===== config.mk =====
export PLATFORM = sky130hd
export DESIGN_NAME = dmx_frame_ctrl
export DESIGN_NICKNAME = d
export VERILOG_FILES = /design/src/rtl/dmx_frame_ctrl.sv
export SDC_FILE = /design/constraint.sdc
export NUM_CORES = 1
export LEC_CHECK = 0
export BUFFER_PORTS_ARGS = -buffer_cell sky130_fd_sc_hd__buf_2
export CAP_MARGIN = 25
export CORE_AREA = 3 3 139 87
export CTS_CLUSTER_SIZE = 8
export DETAILED_ROUTE_END_ITERATION = 7
export DIE_AREA = 0 0 142 90
export GPL_ROUTABILITY_DRIVEN = 0
export HOLD_SLACK_MARGIN = 0.12
export PLACE_DENSITY_LB_ADDON = 0.1
export SLEW_MARGIN = 20
export SYNTH_ARGS = -nofsm -noshare
export SYNTH_HDL_FRONTEND = slang
export SYNTH_SLANG_ARGS = --single-unit

===== constraint.sdc =====
create_clock -name i_Clock -period 7.61 [get_ports i_Clock]
set_input_delay 0.3805 -clock i_Clock [delete_from_list [all_inputs] [get_ports i_Clock]]
set_output_delay 0.3805 -clock i_Clock [all_outputs]
set_load 0.01 [all_outputs]

===== src/rtl/dmx_frame_ctrl.sv =====
// rtl/dmx_frame_ctrl.sv - DMX512 receive frame sequencer: break framing, start-code
// qualification, slot RAM writes, completion/error reporting and loss-of-signal timeout.
module dmx_frame_ctrl #(
   parameter logic [7:0]  START_CODE   = 8'h00,
   parameter int unsigned MAX_SLOTS    = 512,
   parameter int unsigned TIMEOUT_CLKS = 16000000
) (
   input  logic       i_Clock,
   input  logic       i_Rst_n,
   input  logic       i_Rx_DV,
   input  logic [7:0] i_Rx_Byte,
   input  logic       i_Rx_Break,
   output logic       o_Wr_En,
   output logic [8:0] o_Wr_Addr,
   output logic [7:0] o_Wr_Data,
   output logic       o_Frame_Done,
   output logic [9:0] o_Slot_Count,
   output logic [7:0] o_Start_Code,
   output logic       o_Frame_Err,
   output logic       o_Signal_Lost
);

   typedef enum logic [1:0] {
      IDLE     = 2'd0,
      WAIT_SC  = 2'd1,
      RX_SLOTS = 2'd2,
      SKIP     = 2'd3
   } state_t;

   localparam logic [9:0]  MAX_CNT  = 10'(MAX_SLOTS);
   localparam logic [23:0] TMO_LAST = 24'(TIMEOUT_CLKS - 1);

   state_t      state_q;
   logic [9:0]  slot_cnt_q;
   logic [9:0]  slot_cnt_d;
   logic [23:0] tmo_q;
   logic [23:0] tmo_d;
   logic        activity;
   logic        tmo_hit;

   assign activity   = i_Rx_DV | i_Rx_Break;
   assign slot_cnt_d = slot_cnt_q + 10'd1;

   // Idle-time counter saturates at its terminal value so the lost condition persists.
   always_comb begin
      tmo_d = tmo_q;
      if (activity) begin
         tmo_d = '0;
      end else if (tmo_q != TMO_LAST) begin
         tmo_d = tmo_q + 24'd1;
      end
   end

   assign tmo_hit = !activity && (tmo_d == TMO_LAST);

   always_ff @(posedge i_Clock or negedge i_Rst_n) begin
      if (!i_Rst_n) begin
         state_q       <= IDLE;
         slot_cnt_q    <= '0;
         tmo_q         <= '0;
         o_Wr_En       <= 1'b0;
         o_Wr_Addr     <= '0;
         o_Wr_Data     <= '0;
         o_Frame_Done  <= 1'b0;
         o_Slot_Count  <= '0;
         o_Start_Code  <= '0;
         o_Frame_Err   <= 1'b0;
         o_Signal_Lost <= 1'b0;
      end else begin
         o_Wr_En      <= 1'b0;
         o_Frame_Done <= 1'b0;
         o_Frame_Err  <= 1'b0;
         tmo_q        <= tmo_d;

         if (tmo_hit) begin
            // Partial frame is abandoned silently; only a break can resynchronise.
            state_q       <= IDLE;
            slot_cnt_q    <= '0;
            o_Signal_Lost <= 1'b1;
         end else begin
            if (i_Rx_Break) begin
               o_Signal_Lost <= 1'b0;
            end

            unique case (state_q)
               IDLE: begin
                  if (i_Rx_Break) begin
                     state_q <= WAIT_SC;
                  end
               end

               WAIT_SC: begin
                  if (i_Rx_Break) begin
                     o_Frame_Err <= 1'b1;
                  end else if (i_Rx_DV) begin
                     o_Start_Code <= i_Rx_Byte;
                     slot_cnt_q   <= '0;
                     state_q      <= (i_Rx_Byte == START_CODE) ? RX_SLOTS : SKIP;
                  end
               end

               RX_SLOTS: begin
                  if (i_Rx_Break) begin
                     o_Frame_Done <= 1'b1;
                     o_Slot_Count <= slot_cnt_q;
                     slot_cnt_q   <= '0;
                     state_q      <= WAIT_SC;
                  end else if (i_Rx_DV) begin
                     o_Wr_En    <= 1'b1;
                     o_Wr_Addr  <= slot_cnt_q[8:0];
                     o_Wr_Data  <= i_Rx_Byte;
                     slot_cnt_q <= slot_cnt_d;
                     if (slot_cnt_d == MAX_CNT) begin
                        o_Frame_Done <= 1'b1;
                        o_Slot_Count <= MAX_CNT;
                        state_q      <= SKIP;
                     end
                  end
               end

               SKIP: begin
                  if (i_Rx_Break) begin
                     state_q <= WAIT_SC;
                  end
               end

               default: state_q <= IDLE;
            endcase
         end
      end
   end

endmodule


Word level (Yosys, flattened, before mapping)
Cells that the tools add are included.

$add $sub $neg: 2. Equal/unequal tests: 11. Multiplexer cells: 34. Bitwise gates (word level): 3. Reductions and logical operators: 14.

Operators with widths (number): 10-bit two-way mux (8); 24-bit two-way mux (2); 24-bit by 1-bit adder with 24-bit output (second input constant) (1); 24-bit == test (second input constant) (1); 24-bit != test (second input constant) (1); 10-bit one-hot mux with 2 select lines (1); 4-bit AND reduction (4); 1-bit two-way mux (15); 2-bit two-way mux (7); 10-bit by 1-bit adder with 10-bit output (second input constant) (1); 10-bit == test (second input constant) (1); 8-bit zero test (1); 4-bit != test (second input constant) (2); 3-bit != test (second input constant) (2); 2-bit one-hot mux with 3 select lines (1); 2-bit nonzero test (3); 5-bit AND reduction (1); 2-bit == test (second input constant) (2); 3-bit by 1-bit != test with 1-bit output (second input constant) (1); 3-bit nonzero test (1); 2-bit by 1-bit == test with 1-bit output (second input constant) (1); 2-bit zero test (1); 1-bit NOT (2); 2-bit OR reduction (1); 3 further kinds (3).

Register bits after elaboration: 75. Output and inout bits: 39.

Logic depth before layout (Yosys ltp)
Gate-level depths: netlist of run 1.

Word-level depth: 7. Depth in mapped cells: 9. Mapped depth without buffers: 8.

Worst setup path before layout of run 1
OpenSTA, ideal clock, no wires.

Kind: register to register. Start: register tmo_q[10]. End: register slot_cnt_q[1]. Setup time: 0.120 ns. Arrival time: 2.858 ns. Required time: 7.490 ns. Setup slack: 4.631 ns. Stages on the path, launching flop included: 9. Period minus slack after synthesis: 2.979 ns. Path through: dfrtp_1 or4b_4 nor4_4 a41o_1 a21oi_2 or4b_1 buf_6 or3_4 a41o_1.

Cells in the longest elaborated chain, start to end: 7. Elaborated cells on any way between the ends: 12. Classes of those cells: add/sub (1); eq/ne (5); mux (3); reduce/logical (3).

Ends and longest elaborated chain: start: declaration (line 36) `logic [23:0] tmo_q;`; start signal: assignment (line 73) `tmo_q <= tmo_d;`; 24-bit by 1-bit adder with 24-bit output / 24-bit != test (equally long branches) (line 50, 49); 24-bit two-way mux (*) (line 49) `end else if (tmo_q != TMO_LAST) begin`; 24-bit two-way mux (*) (line 47) `if (activity) begin`; 24-bit == test (*) (line 54) `assign tmo_hit = !activity && (tmo_d == TMO_LAST);`; 1-bit logical AND (*) (line 54); 4-bit != test (no source line), or another cell as far along; 4-bit AND reduction (no source line); end signal: assignment (line 112) `slot_cnt_q <= slot_cnt_d;`; end: declaration (line 34) `logic [9:0] slot_cnt_q;`.

Every way passes the cells marked *; elsewhere a longest branch is shown, timed or not. A chain may end at the register's enable or synchronous reset.

Final worst setup path of run 1
Start: register tmo_q[10]. End: register slot_cnt_q[6].

The elaborated chain is that of the path after synthesis.

==> run_results.csv, run 1 <==
group,metric,value,unit
hold_path,holdPathStages,2,
detailed_routing,firstDrtPassIters,4,
sta,fin_setup_tns,0,ps
grt,grt_max_degree,76,
floorplanning,core-area,0.01070,mm^2
final_layout,final_cells,570,
final_layout,diodes,0,
worst_setup_path,rrSetupSlack,4240,ps
worst_setup_path,timing.rr.start,"tmo_q[10]",
hold_path,hp-class,"primary input to register",
sta,setup_viol,0,
detailed_routing,wl_per_cell,16.53,um
sta,hold_viol,0,
grt,first_global_vias,2894,
detailed_routing,vias,2985,
yosys,syn_nets,392,
worst_setup_path,path_max_fanout,9,
worst_setup_path,rr_worst_depth,7,
power_and_ir_drop,power,1294,uW
final_layout,multi_input_area,0.001775,mm^2
outcome,status,"complete, no violations",
sta,slew_headroom,39.73,%
clock_network,clock_latency,330,ps
yosys,yosys_most_used_dff,"dfrtp_1",
detailed_routing,drtAntennaViolNets,0,
clock_network,cts_hold_buf,0,
floorplanning,rows,29,
yosys,ys_top_cells_by_count,"75 x dfrtp_1, 34 x nand2_1, 33 x nor2_1, 22 x inv_1, 22 x o21ai_0",
worst_setup_path,startpoint,"tmo_q[10]",
clock_network,postCtsSetupBuffers,0,
hold_path,hold_start,"i_Rx_Byte[1]",
yosys,synth.most_common_cell,"dfrtp_1",
placement,dpl_worst_slack,4107,ps
sta,worst_pin_slew,904.1,ps
worst_setup_path,worstPathArrival,3560,ps
worst_setup_path,max_stage_delay,680,ps
final_layout,num-nets-final,444,
worst_setup_path,critPathKind,"register to register",
sta,rsz0062_at_grt,"false",
final_layout,drive_gt1_share,22.74,%
detailed_routing,via_per_inst,5.237,
floorplanning,dieArea,0.01278,mm^2
yosys,yosys_register_bits,75,
yosys,synth_area,0.003789,mm^2
worst_setup_path,cp_slowest_cell,"or4b_1",
final_layout,utilization,42.57,%
grt,antenna_found_initial,0,
yosys,synthArstFlopShare,100.0,%
sta,fin_crit,3374,ps
final_layout,syn2layout_area_growth,20.28,%
yosys,yosys.area.top_type,"dfrtp_1",
clock_network,clock_sinks,75,
run,drv_cap,0,
detailed_routing,drcViolationCount,0,
placement,portBuffers,50,
sta,fin_skew,6.425,ps
clock_network,clk_pin_slew,60,ps
worst_setup_path,crit_chain,"or4b_4 -> nor4_4 -> and3_1 -> o21ai_0 -> or4b_1 -> o31ai_4 -> o221ai_1",
worst_setup_path,cp_top_family,"simple AND/OR/NAND/NOR gates",
floorplanning,ios,51,
clock_network,tritoncts,"built",
clock_network,htreeDepth,3,
worst_setup_path,worst_setup_path_end_kind,"register",
yosys,ys_seq_area_share,49.54,%
sta,finalCritPeriodShare,44.33,%
detailed_routing,wirelength,9421,um
floorplanning,die_w,142,um
clock_network,clockRootBuffer,"clkbuf_16",
worst_setup_path,r2r-end,"slot_cnt_q[6]",
sta,max_freq,296.4,MHz
sta,slew_viol_final,0,
yosys,synth_area_leaders,"dfrtp_1 50%, mux2_2 4.8%, nand2_1 3.4%",
floorplanning,start_util,35.39,%
yosys,synth_cell_types,58,
clock_network,numCtsBuffers,9,
yosys,ys_warn_count,0,
grt,grt_overflow,0,
clock_network,cts_resized,0,
grt,grt_use_total,15.13,%
final_layout,seqCellArea,0.001877,mm^2
yosys,synth_edf_count,0,
yosys,syn_avg_cell_area,10.10,um^2
clock_network,clockBufferDepth,2,
power_and_ir_drop,vdd_drop_max,0.1450,mV
power_and_ir_drop,leakagePower,0.002122,uW
yosys,synth_top_cell_area_share,49.54,%
worst_setup_path,path_buf_inv,0,
hold_path,hold_end,"o_Start_Code[1]",
yosys,syn_inst,375,
placement,dpl.hpwl,6738,um
placement,dp.cells,553,
power_and_ir_drop,power_density,284.0,mW/mm^2
detailed_routing,dr.first_iter.drc_count,193,
final_layout,n_fill_cell,1026,
worst_setup_path,startpoint_type,"register",
worst_setup_path,cp.required,7800,ps
sta,worst_slack,4236,ps
floorplanning,dieHeight,90,um
grt,grt_pass1_wl,15490,um
logic make-up after synthesis:
kind of cell | count (synthesis) | synth area share [%]
flops | 75 | 49.54
fa+ha+maj | 5 | 1.651
compound gates | 78 | 14.93
buf+inv | 34 | 3.599
xor+xnor | 14 | 3.237
mux | 16 | 4.756
simple gates | 153 | 22.29
power breakdown:
group / switching, uW / leakage [uW] / internal, uW
Clock: 162 / 0.000168 / 336
Combinational: 155 / 0.000950 / 129
Sequential: 42.0 / 0.00100 / 471
Total: 359 / 0.00212 / 935
final cells by class:
type | instances | share of cell area [%]
Inverter | 22 | 1.812
Sequential cell | 75 | 41.19
Tap cell | 139 | 3.817
Clock buffer | 11 | 5.546
Multi-Input combinational cell | 266 | 38.96
Timing Repair Buffer | 53 | 6.535
Clock inverter | 4 | 2.142
routing by layer:
| layer | vias up | part of all wire (%) | GRT usage, % |
|---|---|---|---|
| li1 | 1469 | - | - |
| met1 | 1436 | 56 | 24.67 |
| met2 | 73 | 38 | 19.07 |
| met3 | 7 | 5.6 | 4.348 |
| met4 | 0 | 0.66 | 3.355 |
| met5 | - | 0 | 0 |
worst max path at each step:
| stage | to | depth (start not counted) | slack [ps] |
|---|---|---|---|
| after floorplan | slot_cnt_q[1] | 8 | 4630 |
| after detailed placement | slot_cnt_q[7] | 8 | 4110 |
| after global routing | slot_cnt_q[6] | 8 | 4050 |
| final | slot_cnt_q[6] | 7 | 4240 |
| after global placement | slot_cnt_q[6] | 8 | 4320 |
| after CTS | slot_cnt_q[6] | 7 | 4210 |
cells in the final DEF (no fill, tap or decap), types with 5 or more instances in the layout:
cell,instances
nand2_1,34
clkbuf_16,9
o21ai_0,22
inv_1,22
xor2_1,6
nor3_1,6
nand3_1,20
ha_1,5
nor2_1,33
a31oi_1,5
xnor2_1,8
or3_1,6
o221ai_1,7
nor4_1,8
a21oi_1,9
a21o_1,12
and3_1,15
buf_2,49
mux2_2,16
dfrtp_1,75
nand4_1,10
stage by stage:
| step | hold slack, ps | area (um^2) |
|---|---|---|
| 4_1_cts | 261.5 | 4519 |
| 6_report | 311.4 | 4557 |
| 2_1_floorplan | 84.91 | 3789 |
| 3_3_place_gp | 455.3 | 4169 |
| 5_1_grt | 309.4 | 4557 |
| 3_5_place_dp | 460.7 | 4169 |
registers in the layout (all words and copies together) (netlist names), 2 cells and up:
name / cells
tmo_q: 24
o_Slot_Count: 10
slot_cnt_q: 10
o_Wr_Addr: 9
o_Start_Code: 8
o_Wr_Data: 8
state_q: 2
No activity file was read; power rests on OpenSTA's default activity.
==> inputs of run 2 (changes only) <==
--- a/config.mk
+++ b/config.mk
@@ -5,12 +5,13 @@
 export SDC_FILE = /design/constraint.sdc
 export NUM_CORES = 1
 export LEC_CHECK = 0
+export ABC_AREA = 1
 export BUFFER_PORTS_ARGS = -buffer_cell sky130_fd_sc_hd__buf_2
 export CAP_MARGIN = 25
-export CORE_AREA = 3 3 139 87
+export CORE_AREA = 3 3 147 92
 export CTS_CLUSTER_SIZE = 8
 export DETAILED_ROUTE_END_ITERATION = 7
-export DIE_AREA = 0 0 142 90
+export DIE_AREA = 0 0 150 95
 export GPL_ROUTABILITY_DRIVEN = 0
 export HOLD_SLACK_MARGIN = 0.12
 export PLACE_DENSITY_LB_ADDON = 0.1
==> constraint.sdc (replaced) <==
create_clock -name i_Clock -period 3.3 [get_ports i_Clock]
set_input_delay 0.165 -clock i_Clock [delete_from_list [all_inputs] [get_ports i_Clock]]
set_output_delay 0.165 -clock i_Clock [all_outputs]
set_load 0.01 [all_outputs]
==> run_results.csv, run 2 <==
group,metric,value,unit
outcome,status,"complete, no violations",
yosys,syn_inst,577,
clock_network,clockRootBuffer,"clkbuf_16",
clock_network,postCtsSetupBuffers,0,
final_layout,final_common_cell,"nand2_1",
sta,finalCritPeriodShare,90.30,%
detailed_routing,drtAntennaViolNets,0,
yosys,synthArstFlopShare,100.0,%
sta,hold_viol,0,
final_layout,final_cell_mix,"157 x nand2_1, 85 x inv_1, 75 x dfrtp_1, 74 x nor2_1, 56 x nand3_1",
floorplanning,dieArea,0.01425,mm^2
final_layout,num-nets-final,657,
sta,slew_viol_final,0,
floorplanning,start_util,35.19,%
sta,worst_slack,320.0,ps
worst_setup_path,startpoint_type,"register",
power_and_ir_drop,power,2948,uW
worst_setup_path,critPathKind,"register to register",
grt,first_global_vias,3455,
clock_network,clk_pin_slew,60,ps
final_layout,drive_gt1_share,16.12,%
sta,max_freq,335.6,MHz
clock_network,numCtsBuffers,9,
clock_network,clock_latency,340,ps
final_layout,largestRegisters,"tmo_q (24), o_Slot_Count (10), slot_cnt_q (10)",
sta,setup_viol,0,
grt,grt_max_degree,76,
final_layout,syn2layout_area_growth,19.74,%
clock_network,clockBufferDepth,2,
yosys,yosys.area_share.simple,36.40,%
yosys,ys_top_cells_by_count,"157 x nand2_1, 85 x inv_1, 75 x dfrtp_1, 74 x nor2_1, 56 x nand3_1",
yosys,synth_xor_area_share,2.262,%
worst_setup_path,worst_setup_path_end_kind,"register",
sta,worst_pin_slew,573.1,ps
detailed_routing,drcViolationCount,0,
final_layout,n_fill_cell,1283,
sta,fin_skew,5.416,ps
floorplanning,ios,51,
grt,grt_use_total,17.45,%
final_layout,largest_register_ffs,24,
sta,rsz0062_at_grt,"false",
worst_setup_path,cp.required,3530,ps
floorplanning,dieHeight,95,um
clock_network,htreeDepth,3,
yosys,yosys.area.top_type,"dfrtp_1",
detailed_routing,vias,3843,
clock_network,cts_resized,0,
detailed_routing,wirelength,11930,um
grt,grt_overflow,0,
yosys,synth_top_cell_area_share,44.07,%
grt,antenna_found_initial,0,
placement,dp.cells,784,
yosys,syn_avg_cell_area,7.381,um^2
floorplanning,rows,31,
clock_network,cts_hold_buf,9,
sta,fin_crit,2980,ps
yosys,synth.most_common_cell,"nand2_1",
hold_path,hp-class,"primary input to register",
detailed_routing,wl_per_cell,14.72,um
detailed_routing,dr.first_iter.drc_count,332,
power_and_ir_drop,power_density,578.0,mW/mm^2
sta,slew_headroom,61.75,%
yosys,synth_mux_area_share,0,%
final_layout,multi_input_area,0.001979,mm^2
grt,grt_pass1_wl,18910,um
yosys,synth_compound_area_share,6.345,%
run,drv_cap,0,
clock_network,tritoncts,"built",
yosys,synth_area,0.004259,mm^2
detailed_routing,via_per_inst,4.744,
yosys,synth_cell_types,37,
detailed_routing,firstDrtPassIters,5,
yosys,synth_fa_ha_area_share,1.469,%
placement,portBuffers,50,
yosys,ys_seq_area_share,44.07,%
final_layout,seqCellArea,0.001877,mm^2
yosys,synth_area_leaders,"dfrtp_1 44%, nand2_1 14%, inv_1 7.5%",
final_layout,diodes,0,
sta,fin_setup_tns,0,ps
power_and_ir_drop,leakagePower,0.002623,uW
worst_setup_path,worstPathArrival,3210,ps
yosys,ys_warn_count,0,
floorplanning,core-area,0.01210,mm^2
power_and_ir_drop,vdd_drop_max,0.2529,mV
yosys,yosys_most_used_dff,"dfrtp_1",
clock_network,clock_sinks,75,
floorplanning,die_w,150,um
yosys,syn_nets,594,
final_layout,top_register,"tmo_q",
final_layout,final_cells,810,
placement,dpl_worst_slack,374.9,ps
yosys,synth_edf_count,0,
placement,dpl.hpwl,8987,um
yosys,yosys_register_bits,75,
worst_setup_path,path_max_fanout,10,
yosys,synth_top_family_by_area,"simple AND/OR/NAND/NOR gates",
-- run 2: layout make-up --
class / count / area share, %
Sequential cell: 75 / 36.80
Tap cell: 165 / 4.048
Clock buffer: 10 / 4.490
Clock inverter: 6 / 1.300
Multi-Input combinational cell: 399 / 38.81
Inverter: 91 / 6.698
Timing Repair Buffer: 64 / 7.851
-- run 2: stage by stage --
| step | hold WS [ps] | cell area [um^2] | util, % |
|---|---|---|---|
| floorplan | -130.6 | 4259 | - |
| global placement | 387.2 | 4687 | 38.73 |
| detailed placement | 391.3 | 4687 | 38.73 |
| CTS | 182.0 | 5072 | 41.91 |
| global route | 210.1 | 5100 | 42.14 |
| finish | 202.6 | 5100 | 42.14 |
-- run 2: critical path, stage by stage (launching register included) --
cell	delay, ps
dfrtp_1	440
ha_1	310
nand3_2	200
nor2_4	260
nand3_4	170
nand2_1	100
nand2_1	130
nor3_1	400
nand3b_1	230
o22ai_4	330
nand2_4	150
nand2_1	80
nand2_1	50
-- run 2: worst paths after layout --
| check | from | to | slack [ps] | depth (start not counted) |
|---|---|---|---|---|
| max | tmo_q[0] | slot_cnt_q[3] | 320 | 12 |
| min | i_Rx_DV | o_Wr_En | 200 | 3 |
| max reg2reg | tmo_q[0] | slot_cnt_q[3] | 320 | 12 |
| min reg2reg | o_Wr_Addr[8] | o_Wr_Addr[8] | 480 | 2 |
| max in group asynchronous | i_Rst_n | tmo_q[10] | 2410 | 3 |
| min in group asynchronous | i_Rst_n | o_Start_Code[7] | 310 | 2 |
-- run 2: kinds of logic after synthesis --
family	count (synthesis)
flip-flops	75
XOR/XNOR	11
adder cells (fa/ha/maj)	5
AO/OA/AOI/OAI	47
buffers and inverters	103
AND/OR/NAND/NOR	336
-- run 2: layer usage --
layer / vias up / track usage, % / routed length [um]
met1: 1792 / 29.71 / 6758
met5: - / 0 / 0
met4: 0 / 3.653 / 103
met3: 9 / 4.365 / 816
met2: 115 / 20.82 / 4248
li1: 1927 / - / -
-- run 2: power breakdown --
| group | switching [uW] | internal [uW] |
|---|---|---|
| Sequential | 112 | 1100 |
| Clock | 404 | 586 |
| Combinational | 452 | 293 |
| Total | 968 | 1980 |
==> inputs of run 3 (changes only) <==
--- a/config.mk
+++ b/config.mk
@@ -13,6 +13,7 @@
 export DETAILED_ROUTE_END_ITERATION = 7
 export DIE_AREA = 0 0 150 95
 export GPL_ROUTABILITY_DRIVEN = 0
+export GPL_TIMING_DRIVEN = 0
 export HOLD_SLACK_MARGIN = 0.12
 export PLACE_DENSITY_LB_ADDON = 0.1
 export SLEW_MARGIN = 20
==> run_results.csv, run 3 (same netlist as run 2, synthesis figures left out) <==
group,metric,value,unit
grt,first_global_vias,3650,
detailed_routing,dr.first_iter.drc_count,395,
placement,dpl.hpwl,9352,um
grt,grt_max_degree,55,
placement,dpl_worst_slack,249.6,ps
worst_setup_path,rrSetupSlack,300,ps
sta,slew_viol_final,0,
detailed_routing,firstDrtPassIters,4,
power_and_ir_drop,leakagePower,0.002640,uW
final_layout,diodes,0,
sta,fin_skew,8.291,ps
worst_setup_path,worstPathArrival,3270,ps
floorplanning,start_util,35.19,%
sta,slew_headroom,63.66,%
final_layout,final_cell_mix,"157 x nand2_1, 85 x inv_1, 75 x dfrtp_1, 74 x nor2_1, 56 x nand3_1",
worst_setup_path,cp_slowest_cell,"dfrtp_1",
floorplanning,ios,51,
floorplanning,die_w,150,um
grt,grt_use_total,17.78,%
sta,hold_viol,0,
final_layout,largestRegisters,"tmo_q (24), o_Slot_Count (10), slot_cnt_q (10)",
clock_network,clockRootBuffer,"clkbuf_16",
worst_setup_path,path_buf_inv,1,
worst_setup_path,worst_setup_path_end_kind,"register",
sta,max_freq,333.5,MHz
sta,rsz0062_at_grt,"false",
worst_setup_path,path_max_fanout,8,
floorplanning,dieArea,0.01425,mm^2
grt,antenna_found_initial,0,
power_and_ir_drop,swShare,32.97,%
final_layout,seqCellArea,0.001877,mm^2
power_and_ir_drop,p_sw,968.8,uW
power_and_ir_drop,seq_power_share,41.3,%
clock_network,clockBufferDepth,2,
worst_setup_path,cp_top_family,"simple AND/OR/NAND/NOR gates",
worst_setup_path,cp.required,3570,ps
run,drv_cap,0,
clock_network,clock_sinks,75,
final_layout,syn2layout_area_growth,20.42,%
sta,worst_pin_slew,545.0,ps
floorplanning,core-area,0.01210,mm^2
detailed_routing,via_per_inst,4.705,
sta,worst_slack,301.2,ps
final_layout,final_common_cell,"nand2_1",
placement,portBuffers,49,
worst_setup_path,startpoint_type,"register",
outcome,status,"complete, no violations",
clock_network,clk_pin_slew,60,ps
worst_setup_path,max_stage_delay,430,ps
detailed_routing,wirelength,11960,um
sta,fin_setup_tns,0,ps
final_layout,drive_gt1_share,16.21,%
grt,grt_overflow,0,
power_and_ir_drop,power_density,573.0,mW/mm^2
detailed_routing,drtAntennaViolNets,0,
floorplanning,dieHeight,95,um
final_layout,multi_input_area,0.001979,mm^2
power_and_ir_drop,combPwrFrac,27.2,%
sta,fin_crit,2999,ps
worst_setup_path,critPathKind,"register to register",
detailed_routing,wl_per_cell,14.61,um
power_and_ir_drop,vdd_drop_max,0.2948,mV
grt,grt_pass1_wl,19370,um
sta,finalCritPeriodShare,90.87,%
clock_network,clock_latency,330,ps
detailed_routing,drcViolationCount,0,
worst_setup_path,crit_path_frequent_cell,"nand2_1",
power_and_ir_drop,p_int,1970,uW
floorplanning,rows,31,
final_layout,num-nets-final,666,
final_layout,largest_register_ffs,24,
sta,setup_viol,0,
clock_network,tritoncts,"built",
clock_network,htreeDepth,3,
final_layout,top_register,"tmo_q",
clock_network,numCtsBuffers,9,
final_layout,n_fill_cell,1267,
worst_setup_path,crit_chain,"ha_1 -> nand3_2 -> nor2_4 -> nand3_4 -> nand2_1 -> nand2_1 -> nor3_1 -> nand3b_1 -> o22ai_4 -> buf_4 -> nand3_1 -> nand2_1",
power_and_ir_drop,clkPwrFrac,31.5,%
detailed_routing,vias,3853,
hold_path,hp-class,"primary input to register",
run 3: worst paths after layout:
kind,from,end,cells past startpoint
worst max-delay path,tmo_q[0],slot_cnt_q[4],12
worst min-delay path,i_Rx_DV,o_Wr_En,3
worst max register to register,tmo_q[0],slot_cnt_q[4],12
worst min register to register,o_Start_Code[3],o_Start_Code[3],2
max in group asynchronous,i_Rst_n,tmo_q[8],3
min in group asynchronous,i_Rst_n,o_Wr_Data[7],2
run 3: what timing repair did:
| action | in CTS | in global routing |
|---|---|---|
| hold buffers | 9 | 0 |
| endpoints found under the hold margin | 84 | 0 |
| setup buffers | 0 | 2 |
| resized for setup | 0 | 0 |
| endpoints found under the setup margin | 0 | 10 |
run 3: worst min-delay path, cell delays in order:
cell    delay, ps
buf_2         140
inv_1          70
nor2_1        110
run 3: layout make-up:
type	instances	share of cell area, %
multi-input cells	399	38.59
clock buffers	13	5.074
well taps	165	4.025
repair buffers	61	7.416
flip-flops and latches	75	36.59
plain buffers	12	1.195
inverters	91	6.660
clock inverters	3	0.4391
run 3: power groups by stage:
stage | sequential [uW] | combinational, uW | clock (uW)
floorplan | 1290 | 388 | 0
global placement | 1220 | 758 | 0
detailed placement | 1230 | 774 | 0
CTS | 1210 | 782 | 957
global route | 1240 | 896 | 989
finish | 1210 | 800 | 925
run 3: layer usage:
metal  vias to the layer above  part of all wire [%]  GRT usage [%]
met1                      1810                    56          29.20
met3                         4                   7.5          5.036
met4                         0                  0.46          3.653
li1                       1945                     -              -
met5                         -                     0              0
met2                        94                    36          22.16
run 3: stage by stage:
stage                     total power, uW  instance area (um^2)  cells  utilization (%)  hold WS, ps
final                                2939                  5129    819            42.38        222.6
after global routing                 3122                  5129    819            42.38        221.5
after CTS                            2954                  5114    817            42.26        195.3
after detailed placement             2001                  4741    792            39.17        80.74
after global placement               1982                  4711    791            38.93        436.4
after floorplan                      1677                  4259    577                -       -130.6
